<file path="src/rtl/axil_pkg.sv">
// Shared types for the queued AXI4-Lite master: FSM states, AXI response
// codes and the command record stored in the command queue.
package axil_pkg;

    // Default widths used by the reference command record.
    localparam int AXIL_ADDR_W = 32;
    localparam int AXIL_DATA_W = 32;
    localparam int AXIL_STRB_W = AXIL_DATA_W / 8;

    typedef enum logic [2:0] {
        IDLE    = 3'd0,
        WR_REQ  = 3'd1,
        WR_RESP = 3'd2,
        RD_REQ  = 3'd3,
        RD_RESP = 3'd4,
        RSP_OUT = 3'd5
    } fsm_state_e;

    typedef enum logic [1:0] {
        OKAY   = 2'd0,
        EXOKAY = 2'd1,
        SLVERR = 2'd2,
        DECERR = 2'd3
    } axi_resp_e;

    // One queued command. The top module declares a layout-identical record
    // sized by its own parameters and hands it to the FIFO as a type parameter.
    typedef struct packed {
        logic                   write;
        logic [AXIL_ADDR_W-1:0] addr;
        logic [AXIL_DATA_W-1:0] wdata;
        logic [AXIL_STRB_W-1:0] wstrb;
    } axil_cmd_t;

    // States in which the master is waiting on the slave; the watchdog runs here.
    function automatic logic is_wait_state(input fsm_state_e s);
        return (s == WR_REQ) || (s == WR_RESP) || (s == RD_REQ) || (s == RD_RESP);
    endfunction

endpackage

</file>
<file path="src/rtl/axil_cmd_fifo.sv">
// Synchronous in-order command queue. Push is ignored when full and pop is
// ignored when empty, so the occupancy count can never over- or underflow.
module axil_cmd_fifo
    import axil_pkg::*;
#(
    parameter type entry_t = axil_cmd_t,
    parameter int  DEPTH   = 4
) (
    input  logic                   clk,
    input  logic                   rst,
    input  logic                   push,
    input  entry_t                 push_data,
    input  logic                   pop,
    output entry_t                 pop_data,
    output logic                   full,
    output logic                   empty,
    output logic [$clog2(DEPTH):0] count
);

    localparam int PTR_W = $clog2(DEPTH);
    localparam int CNT_W = PTR_W + 1;
    localparam logic [CNT_W-1:0] FULL_CNT = CNT_W'(DEPTH);

    entry_t             mem [DEPTH];
    logic [PTR_W-1:0]   wr_ptr;
    logic [PTR_W-1:0]   rd_ptr;
    logic               do_push;
    logic               do_pop;

    assign full     = (count == FULL_CNT);
    assign empty    = (count == '0);
    assign do_push  = push & ~full;
    assign do_pop   = pop & ~empty;
    assign pop_data = mem[rd_ptr];

    // Entry storage; contents need no reset because count gates every read.
    always_ff @(posedge clk) begin
        if (do_push) begin
            mem[wr_ptr] <= push_data;
        end
    end

    // Pointers wrap naturally because DEPTH is a power of two.
    always_ff @(posedge clk) begin
        if (rst) begin
            wr_ptr <= '0;
            rd_ptr <= '0;
            count  <= '0;
        end else begin
            if (do_push) begin
                wr_ptr <= wr_ptr + PTR_W'(1);
            end
            if (do_pop) begin
                rd_ptr <= rd_ptr + PTR_W'(1);
            end
            case ({do_push, do_pop})
                2'b10:   count <= count + CNT_W'(1);
                2'b01:   count <= count - CNT_W'(1);
                default: count <= count;
            endcase
        end
    end

endmodule

</file>
<file path="src/rtl/axil_master_queue.sv">
// Queued AXI4-Lite master. Commands enter an in-order queue; each one is run
// as a single AXI4-Lite read or write with exactly one transaction in flight,
// and its result is presented on the response port before the next pop.
//
// Handshakes: every valid/ready pair on this block transfers on a rising edge
// where both are high; a valid, once raised, is held with its payload stable
// until that edge, and is never withdrawn early.
module axil_master_queue
    import axil_pkg::*;
#(
    parameter int ADDR_W      = 32,
    parameter int DATA_W      = 32,
    parameter int DEPTH       = 4,
    parameter int TIMEOUT_CYC = 256
) (
    input  logic                   aclk,
    input  logic                   areset,
    // command port
    input  logic                   cmd_valid,
    output logic                   cmd_ready,
    input  logic                   cmd_write,
    input  logic [ADDR_W-1:0]      cmd_addr,
    input  logic [DATA_W-1:0]      cmd_wdata,
    input  logic [DATA_W/8-1:0]    cmd_wstrb,
    // response port
    output logic                   rsp_valid,
    input  logic                   rsp_ready,
    output logic                   rsp_write,
    output logic [DATA_W-1:0]      rsp_rdata,
    output logic [1:0]             rsp_resp,
    // AXI4-Lite write address
    output logic [ADDR_W-1:0]      awaddr,
    output logic [2:0]             awprot,
    output logic                   awvalid,
    input  logic                   awready,
    // AXI4-Lite write data
    output logic [DATA_W-1:0]      wdata,
    output logic [DATA_W/8-1:0]    wstrb,
    output logic                   wvalid,
    input  logic                   wready,
    // AXI4-Lite write response
    input  logic [1:0]             bresp,
    input  logic                   bvalid,
    output logic                   bready,
    // AXI4-Lite read address
    output logic [ADDR_W-1:0]      araddr,
    output logic [2:0]             arprot,
    output logic                   arvalid,
    input  logic                   arready,
    // AXI4-Lite read data
    input  logic [DATA_W-1:0]      rdata,
    input  logic [1:0]             rresp,
    input  logic                   rvalid,
    output logic                   rready,
    // status
    output logic [$clog2(DEPTH):0] cmd_count,
    output logic                   busy,
    output logic                   timeout,
    output fsm_state_e             fsm_state
);

    localparam int STRB_W = DATA_W / 8;
    localparam int WD_W   = (TIMEOUT_CYC > 0) ? $clog2(TIMEOUT_CYC + 1) : 1;
    localparam logic [WD_W-1:0] WD_LIMIT = WD_W'(TIMEOUT_CYC);

    typedef struct packed {
        logic              write;
        logic [ADDR_W-1:0] addr;
        logic [DATA_W-1:0] wdata;
        logic [STRB_W-1:0] wstrb;
    } cmd_t;

    fsm_state_e      state;
    cmd_t            push_entry;
    cmd_t            head;
    logic            fifo_push;
    logic            fifo_pop;
    logic            fifo_full;
    logic            fifo_empty;
    logic            ready_en;
    logic            aw_pend;
    logic            w_pend;
    logic            ar_pend;
    logic            aw_left;
    logic            w_left;
    logic            ar_left;
    axi_resp_e       resp_q;
    logic [WD_W-1:0] wait_cnt;

    // ready_en keeps cmd_ready low while in reset without looking at areset.
    assign cmd_ready  = ready_en & ~fifo_full;
    assign fifo_push  = cmd_valid & cmd_ready;
    assign fifo_pop   = (state == IDLE) & ~fifo_empty & ~rsp_valid;
    assign push_entry = '{write: cmd_write, addr: cmd_addr, wdata: cmd_wdata, wstrb: cmd_wstrb};

    // A request channel is still outstanding if it was not handshaken this cycle.
    assign aw_left = aw_pend & ~(awvalid & awready);
    assign w_left  = w_pend  & ~(wvalid  & wready);
    assign ar_left = ar_pend & ~(arvalid & arready);

    assign awprot    = 3'b000;
    assign arprot    = 3'b000;
    assign rsp_resp  = resp_q;
    assign busy      = (state != IDLE) | ~fifo_empty;
    assign fsm_state = state;

    axil_cmd_fifo #(
        .entry_t (cmd_t),
        .DEPTH   (DEPTH)
    ) u_cmd_fifo (
        .clk       (aclk),
        .rst       (areset),
        .push      (fifo_push),
        .push_data (push_entry),
        .pop       (fifo_pop),
        .pop_data  (head),
        .full      (fifo_full),
        .empty     (fifo_empty),
        .count     (cmd_count)
    );

    // Transaction sequencer with registered AXI/response outputs and watchdog.
    always_ff @(posedge aclk) begin
        if (areset) begin
            state     <= IDLE;
            ready_en  <= 1'b0;
            awaddr    <= '0;
            awvalid   <= 1'b0;
            wdata     <= '0;
            wstrb     <= '0;
            wvalid    <= 1'b0;
            bready    <= 1'b0;
            araddr    <= '0;
            arvalid   <= 1'b0;
            rready    <= 1'b0;
            aw_pend   <= 1'b0;
            w_pend    <= 1'b0;
            ar_pend   <= 1'b0;
            rsp_valid <= 1'b0;
            rsp_write <= 1'b0;
            rsp_rdata <= '0;
            resp_q    <= OKAY;
            wait_cnt  <= '0;
            timeout   <= 1'b0;
        end else begin
            ready_en <= 1'b1;

            // Watchdog: count cycles in a wait state, saturate, flag once.
            // Entering a wait state below overrides the increment with zero.
            if (is_wait_state(state)) begin
                if (wait_cnt != WD_LIMIT) begin
                    wait_cnt <= wait_cnt + WD_W'(1);
                end
                if ((TIMEOUT_CYC != 0) && ((wait_cnt + WD_W'(1)) == WD_LIMIT)) begin
                    timeout <= 1'b1;
                end
            end

            case (state)
                IDLE: begin
                    if (fifo_pop) begin
                        wait_cnt <= '0;
                        if (head.write) begin
                            awaddr  <= head.addr;
                            wdata   <= head.wdata;
                            wstrb   <= head.wstrb;
                            aw_pend <= 1'b1;
                            w_pend  <= 1'b1;
                            state   <= WR_REQ;
                        end else begin
                            araddr  <= head.addr;
                            ar_pend <= 1'b1;
                            state   <= RD_REQ;
                        end
                    end
                end

                WR_REQ: begin
                    // Address and data complete independently, in any order.
                    aw_pend <= aw_left;
                    w_pend  <= w_left;
                    awvalid <= aw_left;
                    wvalid  <= w_left;
                    if (!aw_left && !w_left) begin
                        bready   <= 1'b1;
                        wait_cnt <= '0;
                        state    <= WR_RESP;
                    end
                end

                WR_RESP: begin
                    if (bvalid) begin
                        bready    <= 1'b0;
                        resp_q    <= axi_resp_e'(bresp);
                        rsp_write <= 1'b1;
                        rsp_rdata <= '0;
                        rsp_valid <= 1'b1;
                        state     <= RSP_OUT;
                    end
                end

                RD_REQ: begin
                    ar_pend <= ar_left;
                    arvalid <= ar_left;
                    if (!ar_left) begin
                        rready   <= 1'b1;
                        wait_cnt <= '0;
                        state    <= RD_RESP;
                    end
                end

                RD_RESP: begin
                    if (rvalid) begin
                        rready    <= 1'b0;
                        resp_q    <= axi_resp_e'(rresp);
                        rsp_write <= 1'b0;
                        rsp_rdata <= rdata;
                        rsp_valid <= 1'b1;
                        state     <= RSP_OUT;
                    end
                end

                RSP_OUT: begin
                    if (rsp_ready) begin
                        rsp_valid <= 1'b0;
                        state     <= IDLE;
                    end
                end

                default: state <= IDLE;
            endcase
        end
    end

endmodule

</file>
<file path="config.mk">
export PLATFORM = sky130hd
export DESIGN_NAME = axil_master_queue
export DESIGN_NICKNAME = d
export VERILOG_FILES = /design/src/rtl/axil_pkg.sv /design/src/rtl/axil_cmd_fifo.sv /design/src/rtl/axil_master_queue.sv
export SDC_FILE = /design/constraint.sdc
export NUM_CORES = 1
export LEC_CHECK = 0
export CELL_PAD_IN_SITES_DETAIL_PLACEMENT = 0
export CELL_PAD_IN_SITES_GLOBAL_PLACEMENT = 1
export CORE_ASPECT_RATIO = 1.5
export CORE_UTILIZATION = 40
export CTS_CLUSTER_DIAMETER = 40
export DETAILED_ROUTE_END_ITERATION = 16
export GPL_TIMING_DRIVEN = 0
export PLACE_DENSITY = 0.84
export SLEW_MARGIN = 20
export SYNTH_ARGS = -nofsm -noshare
export SYNTH_HDL_FRONTEND = slang
export SYNTH_HIERARCHICAL = 1
export SYNTH_SLANG_ARGS = --single-unit
</file>
<file path="constraint.sdc">
create_clock -name aclk -period 3.4 [get_ports aclk]
set_input_delay 0.34 -clock aclk [delete_from_list [all_inputs] [get_ports aclk]]
set_output_delay 0.34 -clock aclk [all_outputs]
set_load 0.03 [all_outputs]
</file>
==> results of run 1 <==
## power by group through the flow
stage	registers, mW	logic, mW	clock network [mW]
floorplan	6.64	1.23	0
detailed placement	6.32	2.62	0
global route	6.23	2.81	5.34
CTS	6.21	2.63	5.14
finish	6.21	2.60	5.03
global placement	6.31	2.57	0
## cells in the mapped netlist (7+ instances only)
cell      instances
nand2b_1         36
nand2_1         211
ha_1              8
buf_4            12
dfxtp_1         167
nand3_1          45
xor2_1            7
inv_1            15
mux4_2           69
o21ai_0           8
a21oi_1         149
nor2_1           18
edfxtp_1        276
clkbuf_1         30
buf_2            27
## cell families after synthesis
group | count (synthesis) | share of synthesized area [%]
adder cells (fa/ha/maj) | 9 | 0.7231
flip-flops | 443 | 70.02
other | 1 | 0.02258
XOR/XNOR | 9 | 0.4746
multiplexers | 75 | 9.724
buffers and inverters | 92 | 2.930
AND/OR/NAND/NOR | 355 | 9.996
AO/OA/AOI/OAI | 185 | 6.109
## worst register-to-register path: stages, from the launching register on
cell and delay, ns:
dfxtp_1 0.32, buf_2 0.26, buf_2 0.34, mux4_2 0.44, nand3_1 0.44, buf_2 0.37
buf_2 0.32, nand2_1 0.09, a21oi_1 0.16
## per-layer routing
layer / GRT usage [%] / up-vias / routed length [um] / part of all wire (%)
met5: 0 / - / 11 / 0.027
met4: 7.584 / 2 / 1218 / 3.0
met3: 4.361 / 73 / 2506 / 6.1
met2: 36.06 / 308 / 21950 / 54
met1: 21.59 / 5163 / 15300 / 37
li1: - / 4921 / - / -
## cell type report
type,instances,area (um^2),area share [%]
Antenna cell,1,2.502,0.01161
Sequential cell,443,11630,53.97
Timing Repair Buffer,267,2743,12.73
Inverter,15,56.30,0.2613
Tap cell,511,639.4,2.967
Multi-Input combinational cell,639,4522,20.98
Clock buffer,59,1231,5.713
Clock inverter,26,294.0,1.364
Buffer,77,430.4,1.997
## sequential cells by signal, summed over array words and instances (netlist names), 2 cells and up, named ones only
name / cells
u_cmd_fifo/mem: 276
araddr: 32
awaddr: 32
rsp_rdata: 32
wdata: 32
wait_cnt: 9
wstrb: 4
fsm_state: 3
u_cmd_fifo/count: 3
rsp_resp: 2
u_cmd_fifo/rd_ptr: 2
u_cmd_fifo/wr_ptr: 2
## path summary, 6_finish.rpt
kind | end | slack (ns) | cells past startpoint
worst max-delay path | awaddr[30]$_SDFFE_PP0P_ | 0.59 | 8
worst min-delay path | rsp_rdata[9]$_SDFFE_PP0P_ | 0.35 | 3
worst max register to register | awaddr[30]$_SDFFE_PP0P_ | 0.59 | 8
worst min register to register | araddr[17]$_SDFFE_PP0P_ | 0.45 | 2
## cell usage in the layout, fill, tap and decap left out, types with 4 or more instances in the layout
cell,Yosys,final
clkinv_2,0,4
buf_4,12,12
clkbuf_16,0,47
bufinv_16,0,4
clkbuf_1,30,41
dfxtp_1,167,167
nand3_1,45,45
or4_1,5,5
nor2_1,18,18
ha_1,8,8
nand2_1,211,211
and2_4,0,4
edfxtp_1,276,276
o21ai_0,8,8
xor2_1,7,7
a21oi_1,149,149
conb_1,1,6
o31ai_1,5,5
buf_6,4,4
buf_2,27,27
clkdlybuf4s50_1,0,263
or3_1,6,6
inv_1,15,15
inv_6,0,9
mux4_2,69,69
nor2b_1,4,4
nand2b_1,36,36
buf_16,0,4
mux2i_1,5,5
nor3_1,5,5
==> impl_metrics.toml, run 1 <==
[pwr]
power.share.combinational_pct = 18.8
p_int_mw = 9.983
power.density_nw_per_um2 = 641.7
irDropWorstVdd_mv = 0.4328
seqPwrFrac_pct = 44.9
switching_share_pct = 27.81
power.switching_mw = 3.845
p_leak_nw = 6.953
p_total_mw = 13.83
p_clk_share_pct = 36.3

[hold_path]
hold_start = "rdata[9]"
hold_path_class = "in -> reg"

[placement]
dpl_cell_area_um2 = 20020
gp_congestion = 0.8401
dp_cells = 1952
port_buffers = 263
hpwlAfterDp_um = 28660
place_ws_ns = 0.5731

[worst_setup_path]
cp.arrival_ns = 3.28
critPathMaxStageDelay_ns = 0.44
critPathLaunchType = "flip-flop"
critical_path.most_common_cell = "buf_2"
path_buf_inv = 4
path_max_fanout = 10
worstSetupPathType = "reg -> reg"
crit_family = "buffers and inverters"
endpoint_kind = "flip-flop"
crit_chain = "buf_2 -> buf_2 -> mux4_2 -> nand3_1 -> buf_2 -> buf_2 -> nand2_1 -> a21oi_1"
cpMaxStageDelayCell = "mux4_2"
worstPathRequired_ns = 3.87

[final_layout]
final_util_pct = 52.57
stdcell_area_um2 = 21550
fill_cells = 3456
area_growth_pct = 29.73
instances_no_fill = 2038
final_nets = 1612
drive_gt1_share_pct = 13.50

[synth]
synth_cells = 1169
yosys.area.top_type_share_pct = 49.89
async_flop_share_pct = 0
avgSynthCellArea_um2 = 14.21
synth-seq-cells = 443
synth_ff_type = "edfxtp_1"
yosys.area.top_type = "edfxtp_1"
ys_seq_area_share_pct = 70.02
syn_area_um2 = 16610
yosysWarnings = 6
synth-edff-count = 276
synth.area.top_cells = "edfxtp_1 50%, dfxtp_1 20%, mux4_2 9.4%, nand2_1 4.8%, a21oi_1 4.5%"
ys_types = 60

[floorplanning]
ioPinCount = 270
die_h_um = 251.6
fp.dieW_um = 168.4
start_util_pct = 40.53
rows = 91
dieArea_um2 = 42360
core_region_area_um2 = 40990

[timing]
finalClockSkew_ns = 0.01451
slew_headroom_pct = 44.56
setup_violations = 0
hold_slack_ns = 0.3483
tightestPinTransition_ns = 0.8316
finalMaxSlewViolations = 0
rsz0062_at_grt = "false"
final.setup.worst_slack_ns = 0.5935
hold_viol_final = 0
fin_crit_sh_pct = 82.54
period_needed_ns = 2.806
max_freq_ghz = 0.3563
tns_ns = 0

[cts]
ctsHoldBuffers = 0
cts.clk_slew.worst_paths_ns = 0.06
cts_buffers = 46
clk_latency_ns = 0.56
cts.sinks = 443
tritoncts = "yes"
post_cts_buffers = 0
clockBufferDepth = 3
h-tree-depth = 2
cts_root_buf = "clkbuf_16"
ctsResizeCount = 0

[global_route]
grt_use_total_pct = 19.52
grt_pass1_vias = 10770
grt_max_degree = 44
globalRouteOverflowTotal = 0
grt_pass1_wl_um = 62140
grt_antenna_before_repair = 3

[route]
viasPerCell = 5.136
drc = 0
wirelength_um = 40990
drtIter0Drc = 478
dr.pass1.iters = 5
wl_per_cell_um = 20.11
num_vias = 10470
ant_nets = 0

[run_status]
status = "finished clean"

[job]
max_cap_viol_count = 0
(Power assumes the default switching activity.)
==> inputs of run 2 (changes only) <==
- CORE_UTILIZATION: 40 -> 39
- PLACE_DENSITY: 0.84 -> 0.85
- clock period: 3.4 -> 2.4 ns (I/O delays scaled with it)
==> run 2 against run 1 <==
  * The run now ends with negative setup slack left
  * First-iteration DRC count decreased by 11%
  * Global-route usage decreased by 0.23 points
  * Routed wire length increased by 2.8%
  * Clock skew increased by 0.012 ns
  * Via count increased by 1.6%
  * Hold slack got worse by 0.11 ns
  * Highest routed layer unchanged
  * Flip-flop and latch count unchanged
  * Sequential share of layout area decreased by 0.46 points
  * Final cell count increased by 2.9%
  * Cell area increased by 0.99%
  * Clock power increased by 47%
  * Count of clock-buffer cells in the layout decreased by 1
==> impl_metrics.toml, run 2 (synthesis results as in run 1) <==
[final_layout]
largest_reg_flops = 276
final_nets = 1618
stdcell_area_um2 = 21760
multi_input_area_um2 = 4624
drive_gt1_share_pct = 15.46
final_cell_mix = "276 x edfxtp_1, 262 x clkdlybuf4s50_1, 211 x nand2_1"
instances_no_fill = 2098
final_util_pct = 51.80
area_growth_pct = 31.01
seqCellArea_um2 = 11650
layout.cells.most_common = "edfxtp_1"
regMostFlops = "u_cmd_fifo/mem"
fill_cells = 3543

[cts]
cts.sinks = 443
cts_buffers = 47
h-tree-depth = 2
ctsHoldBuffers = 0
cts.clk_slew.worst_paths_ns = 0.06
cts_root_buf = "clkbuf_16"
tritoncts = "yes"
clk_latency_ns = 0.58
clockBufferDepth = 3

[timing]
hold_viol_final = 0
final.setup.worst_slack_ns = -0.06560
tns_ns = -0.06560
tightestPinTransition_ns = 0.8492
hold_slack_ns = 0.2431
period_needed_ns = 2.466
slew_headroom_pct = 43.38
finalMaxSlewViolations = 0
max_freq_ghz = 0.4056
rsz0062_at_grt = "true"
setup_violations = 1
finalClockSkew_ns = 0.02685
fin_crit_sh_pct = 102.7

[route]
dr.pass1.iters = 5
ant_nets = 0
drc = 0
num_vias = 10640
drtIter0Drc = 427
wirelength_um = 42140
wl_per_cell_um = 20.09
viasPerCell = 5.071

[pwr]
power.density_nw_per_um2 = 916.8
p_leak_nw = 7.028
irDropWorstVdd_mv = 0.7306

[floorplanning]
fp.dieW_um = 170.5
die_h_um = 254.8
start_util_pct = 39.54
rows = 92
dieArea_um2 = 43440
ioPinCount = 270
core_region_area_um2 = 42020

[hold_path]
min_delay_worst_endpoint = "rsp_rdata[12]$_SDFFE_PP0P_"
min_path_cells = 3
hold_start = "rdata[12]"
hold_path_class = "in -> reg"

[worst_setup_path]
critPathLaunchType = "flip-flop"
endpoint_kind = "flip-flop"
r2r_cells = 11
regToRegSetupSlack_ns = -0.07
worstPathRequired_ns = 2.88
r2r-start = "u_cmd_fifo/count[1]$_SDFFE_PP0P_"
cp.arrival_ns = 2.94
path_max_fanout = 6
worstSetupPathType = "reg -> reg"
worstReg2RegEnd = "u_cmd_fifo/count[2]$_SDFFE_PP0P_"

[global_route]
globalRouteOverflowTotal = 0
grt_use_total_pct = 19.29
grt_max_degree = 36
grt_antenna_before_repair = 9
grt_pass1_wl_um = 62270
grt_pass1_vias = 10780

[placement]
gp_congestion = 0.8165
dp_cells = 2001
dpl_cell_area_um2 = 20040
hpwlAfterDp_um = 28130
port_buffers = 263

[job]
max_cap_viol_count = 0

[run_status]
status = "complete, but fails checks"
violations = "negative setup slack"
-- run 2: cell count changes in the layout (fill, tap and decap cells not counted), sizes merged --
cell	delta
and2	+4
inv	-2
clkinvlp	-1
dlygate4sd2	+1
clkinv	+6
clkdlybuf4s50	-1
-- run 2: where the power goes --
part	total [mW]	internal, mW	switching [mW]
Clock	7.38	4.26	3.12
Sequential	8.80	8.52	0.273
Combinational	3.77	1.53	2.25
-- run 2: per-stage QoR --
step	setup slack [ns]	power, mW
global placement	-0.4683	12.64
global route	-0.1526	20.67
detailed placement	-0.4642	12.71
CTS	-0.08041	20.12
floorplan	0.02570	11.19
finish	-0.06560	19.95
-- run 2: critical path: stages (launching register included) --
cell,delay [ns]
dfxtp_4,0.39
nor3_4,0.07
or4_4,0.45
nor2_4,0.13
o31ai_2,0.10
inv_1,0.07
ha_2,0.18
inv_1,0.06
fa_2,0.33
xor2_1,0.15
or3_1,0.32
a21oi_1,0.14
-- run 2: cell type report --
cell class / count / share of cell area, %
antenna: 1 / 0.01150
buffer: 77 / 2.087
timing repair buffer: 268 / 12.26
tap: 564 / 3.243
clock inverter: 29 / 1.593
multi-input combinational: 643 / 21.25
sequential: 443 / 53.52
clock buffer: 58 / 5.778
inverter: 15 / 0.2587
-- run 2: worst max-delay path by stage --
stage,cells past startpoint,slack [ns],start,to
after floorplan,11,0.03,u_cmd_fifo/count[0]$_SDFFE_PP0P_,u_cmd_fifo/count[2]$_SDFFE_PP0P_
after global placement,8,-0.47,flip-flop,awaddr[19]$_SDFFE_PP0P_
after detailed placement,8,-0.46,flip-flop,awaddr[22]$_SDFFE_PP0P_
after CTS,11,-0.08,u_cmd_fifo/count[2]$_SDFFE_PP0P_,u_cmd_fifo/count[2]$_SDFFE_PP0P_
after global routing,11,-0.15,u_cmd_fifo/count[2]$_SDFFE_PP0P_,u_cmd_fifo/count[2]$_SDFFE_PP0P_
final,11,-0.07,u_cmd_fifo/count[1]$_SDFFE_PP0P_,u_cmd_fifo/count[2]$_SDFFE_PP0P_
-- run 2: repair_timing --
action                                  CTS  global route
buffers inserted                          2             3
resized for setup                        12            13
endpoints found under the setup margin  347           223
pin swaps                                 4             1
cloned                                    4             0
-- run 2: per-layer routing --
layer  global-route usage, %  part of all wire (%)  vias to the layer above
met5                       0                  0.22                        -
met1                   21.05                    37                     5235
met2                   36.07                    54                      341
met4                   7.001                   2.8                       14
li1                        -                     -                     4962
met3                   4.330                   6.6                       86
==> inputs of run 3 (changes only) <==
- CORE_UTILIZATION: 39 -> 40
- PLACE_DENSITY: 0.85 -> 0.84
- SETUP_SLACK_MARGIN: default -> 0.02
- clock period: 2.4 -> 2.3 ns (I/O delays scaled with it)
==> run 3 against run 2 <==
  * Routed wire length up 0.97%
  * Maximum frequency rose by 2.5%
  * Non-clock buffer count is 15 higher
  * Clock power up 6.0%
  * Largest cell class unchanged
  * Combinational power is 7.2% higher
  * First-iteration DRC count increased by 26%
  * Count of clock-buffer cells in the layout unchanged
  * Critical endpoint unchanged
  * The run still ends with negative setup slack left
  * Critical path depth unchanged
==> impl_metrics.toml, run 3 (synthesis results as in run 1) <==
[run_status]
status = "complete, but fails checks"
violations = "negative setup slack"

[cts]
cts.clk_slew.worst_paths_ns = 0.06
clockBufferDepth = 3
tritoncts = "yes"
clk_latency_ns = 0.58
h-tree-depth = 2
cts.sinks = 443
cts_buffers = 47
cts_root_buf = "clkbuf_16"

[floorplanning]
core_region_area_um2 = 40990
dieArea_um2 = 42360
die_h_um = 251.6
ioPinCount = 270
start_util_pct = 40.53
rows = 91
fp.dieW_um = 168.4

[final_layout]
layout.cells.most_common = "edfxtp_1"
regMostFlops = "u_cmd_fifo/mem"
area_growth_pct = 31.76
largest_reg_flops = 276
final_cell_mix = "276 x edfxtp_1, 262 x clkdlybuf4s50_1, 211 x nand2_1"
instances_no_fill = 2065
drive_gt1_share_pct = 16.72
final_nets = 1633
stdcell_area_um2 = 21890

[timing]
max_freq_ghz = 0.4157
finalClockSkew_ns = 0.02355
slew_headroom_pct = 40.01
tightestPinTransition_ns = 0.8998
finalMaxSlewViolations = 0
fin_crit_sh_pct = 104.6
final.setup.worst_slack_ns = -0.1055
period_needed_ns = 2.405
hold_viol_final = 0
setup_violations = 1
rsz0062_at_grt = "true"

[pwr]
p_total_mw = 21.04
p_leak_nw = 7.122
power.switching_mw = 5.938
switching_share_pct = 28.22
power.density_nw_per_um2 = 961.4
irDropWorstVdd_mv = 0.8600
power.share.combinational_pct = 19.2
p_int_mw = 15.11
p_clk_share_pct = 37.2
seqPwrFrac_pct = 43.6

[worst_setup_path]
endpoint_kind = "flip-flop"
crit_chain = "nor3_4 -> or4_4 -> nor2_4 -> o31ai_4 -> inv_1 -> ha_2 -> inv_2 -> fa_2 -> xor2_1 -> or3_1 -> a21oi_1"
cpMaxStageDelayCell = "or4_4"
cp.arrival_ns = 2.90
worstSetupPathType = "reg -> reg"
critPathMaxStageDelay_ns = 0.45
path_max_fanout = 6
critPathLaunchType = "flip-flop"
worstPathRequired_ns = 2.79

[route]
viasPerCell = 5.157
dr.pass1.iters = 5
drtIter0Drc = 539
num_vias = 10650
ant_nets = 0
wirelength_um = 42550
wl_per_cell_um = 20.60
drc = 0

[placement]
place_ws_ns = -0.4630
gp_congestion = 0.8090
dpl_cell_area_um2 = 19970
port_buffers = 263
hpwlAfterDp_um = 27820
dp_cells = 1948

[global_route]
grt_pass1_wl_um = 64250
grt_max_degree = 36
met1_usage_pct = 22.21
globalRouteOverflowTotal = 0
grt_use_total_pct = 20.29
grt_use_met3_pct = 4.878
grt.busiest_layer = "met2"
grt_pass1_vias = 11070
use_met2_pct = 37.43
grt_antenna_before_repair = 10

[job]
max_cap_viol_count = 0

[hold_path]
hold_path_class = "in -> reg"
## run 3: changes by cell type in the layout (fill, tap and decap cells not counted), moves of 2 or more
cell | previous run | this run
buf_2 | 21 | 17
buf_4 | 21 | 40
clkinv_1 | 1 | 3
inv_1 | 15 | 13
inv_6 | 3 | 6
inv_2 | 0 | 2
clkbuf_1 | 33 | 30
clkinv_4 | 4 | 2
diode_2 | 1 | 5
## run 3: power by group through the flow
stage	clock network [mW]	registers, mW	logic (mW)
after floorplan	0	9.84	1.84
after global placement	0	9.34	3.85
after detailed placement	0	9.36	3.89
after CTS	7.96	9.18	4.03
after global routing	8.29	9.22	4.35
final	7.82	9.18	4.04
## run 3: what timing repair did
| item | in CTS | in global routing |
|---|---|---|
| endpoints found under the hold margin | 0 | 0 |
| setup buffers | 12 | 8 |
| pin swaps | 8 | 2 |
| setup endpoints to repair | 379 | 53 |
| gates resized for setup | 23 | 12 |
| cloned | 4 | 0 |
| hold buffers | 0 | 0 |
## run 3: path summary, 6_finish.rpt
kind	from	endpoint	slack (ns)	cells past startpoint
min reg2reg	awaddr[13]$_SDFFE_PP0P_	awaddr[13]$_SDFFE_PP0P_	0.45	2
max	u_cmd_fifo/count[1]$_SDFFE_PP0P_	u_cmd_fifo/count[2]$_SDFFE_PP0P_	-0.11	11
max reg2reg	u_cmd_fifo/count[1]$_SDFFE_PP0P_	u_cmd_fifo/count[2]$_SDFFE_PP0P_	-0.11	11
min	rdata[25]	rsp_rdata[25]$_SDFFE_PP0P_	0.22	3
## run 3: metal layers
metal	part of all wire [%]	wire [um]
met4	3.3	1414
met1	37	15670
met3	6.6	2824
met2	53	22590
met5	0.12	51
## run 3: layout make-up
| cell class | count | area (um^2) |
|---|---|---|
| Multi-Input combinational cell | 643 | 4648 |
| Clock buffer | 58 | 1292 |
| Tap cell | 511 | 639.4 |
| Sequential cell | 443 | 11650 |
| Timing Repair Buffer | 283 | 2781 |
| Clock inverter | 30 | 345.3 |
| Buffer | 77 | 464.2 |
| Inverter | 15 | 56.30 |
| Fill cell | 3458 | 19100 |
| Antenna cell | 5 | 12.51 |
## run 3: metrics by stage
step	hold slack, ns	utilization, %	setup TNS (ns)
floorplan	0.3289	-	-0.07430
global placement	0.4425	48.73	-102.19
detailed placement	0.4397	48.73	-117.68
CTS	0.2057	53.18	-0.09646
global route	0.2262	53.39	-0.2521
finish	0.2244	53.40	-0.1055
## run 3: worst max-delay path, delay by kind of cell, from the launching register on
family,cells,cell delay [ns]
buffers and inverters,2,0.11
xor gates and xnor gates,1,0.16
AOI/OAI and AO/OA,2,0.22
DFF,1,0.40
and+or+nand+nor,4,0.94
adders and majority gates,2,0.51
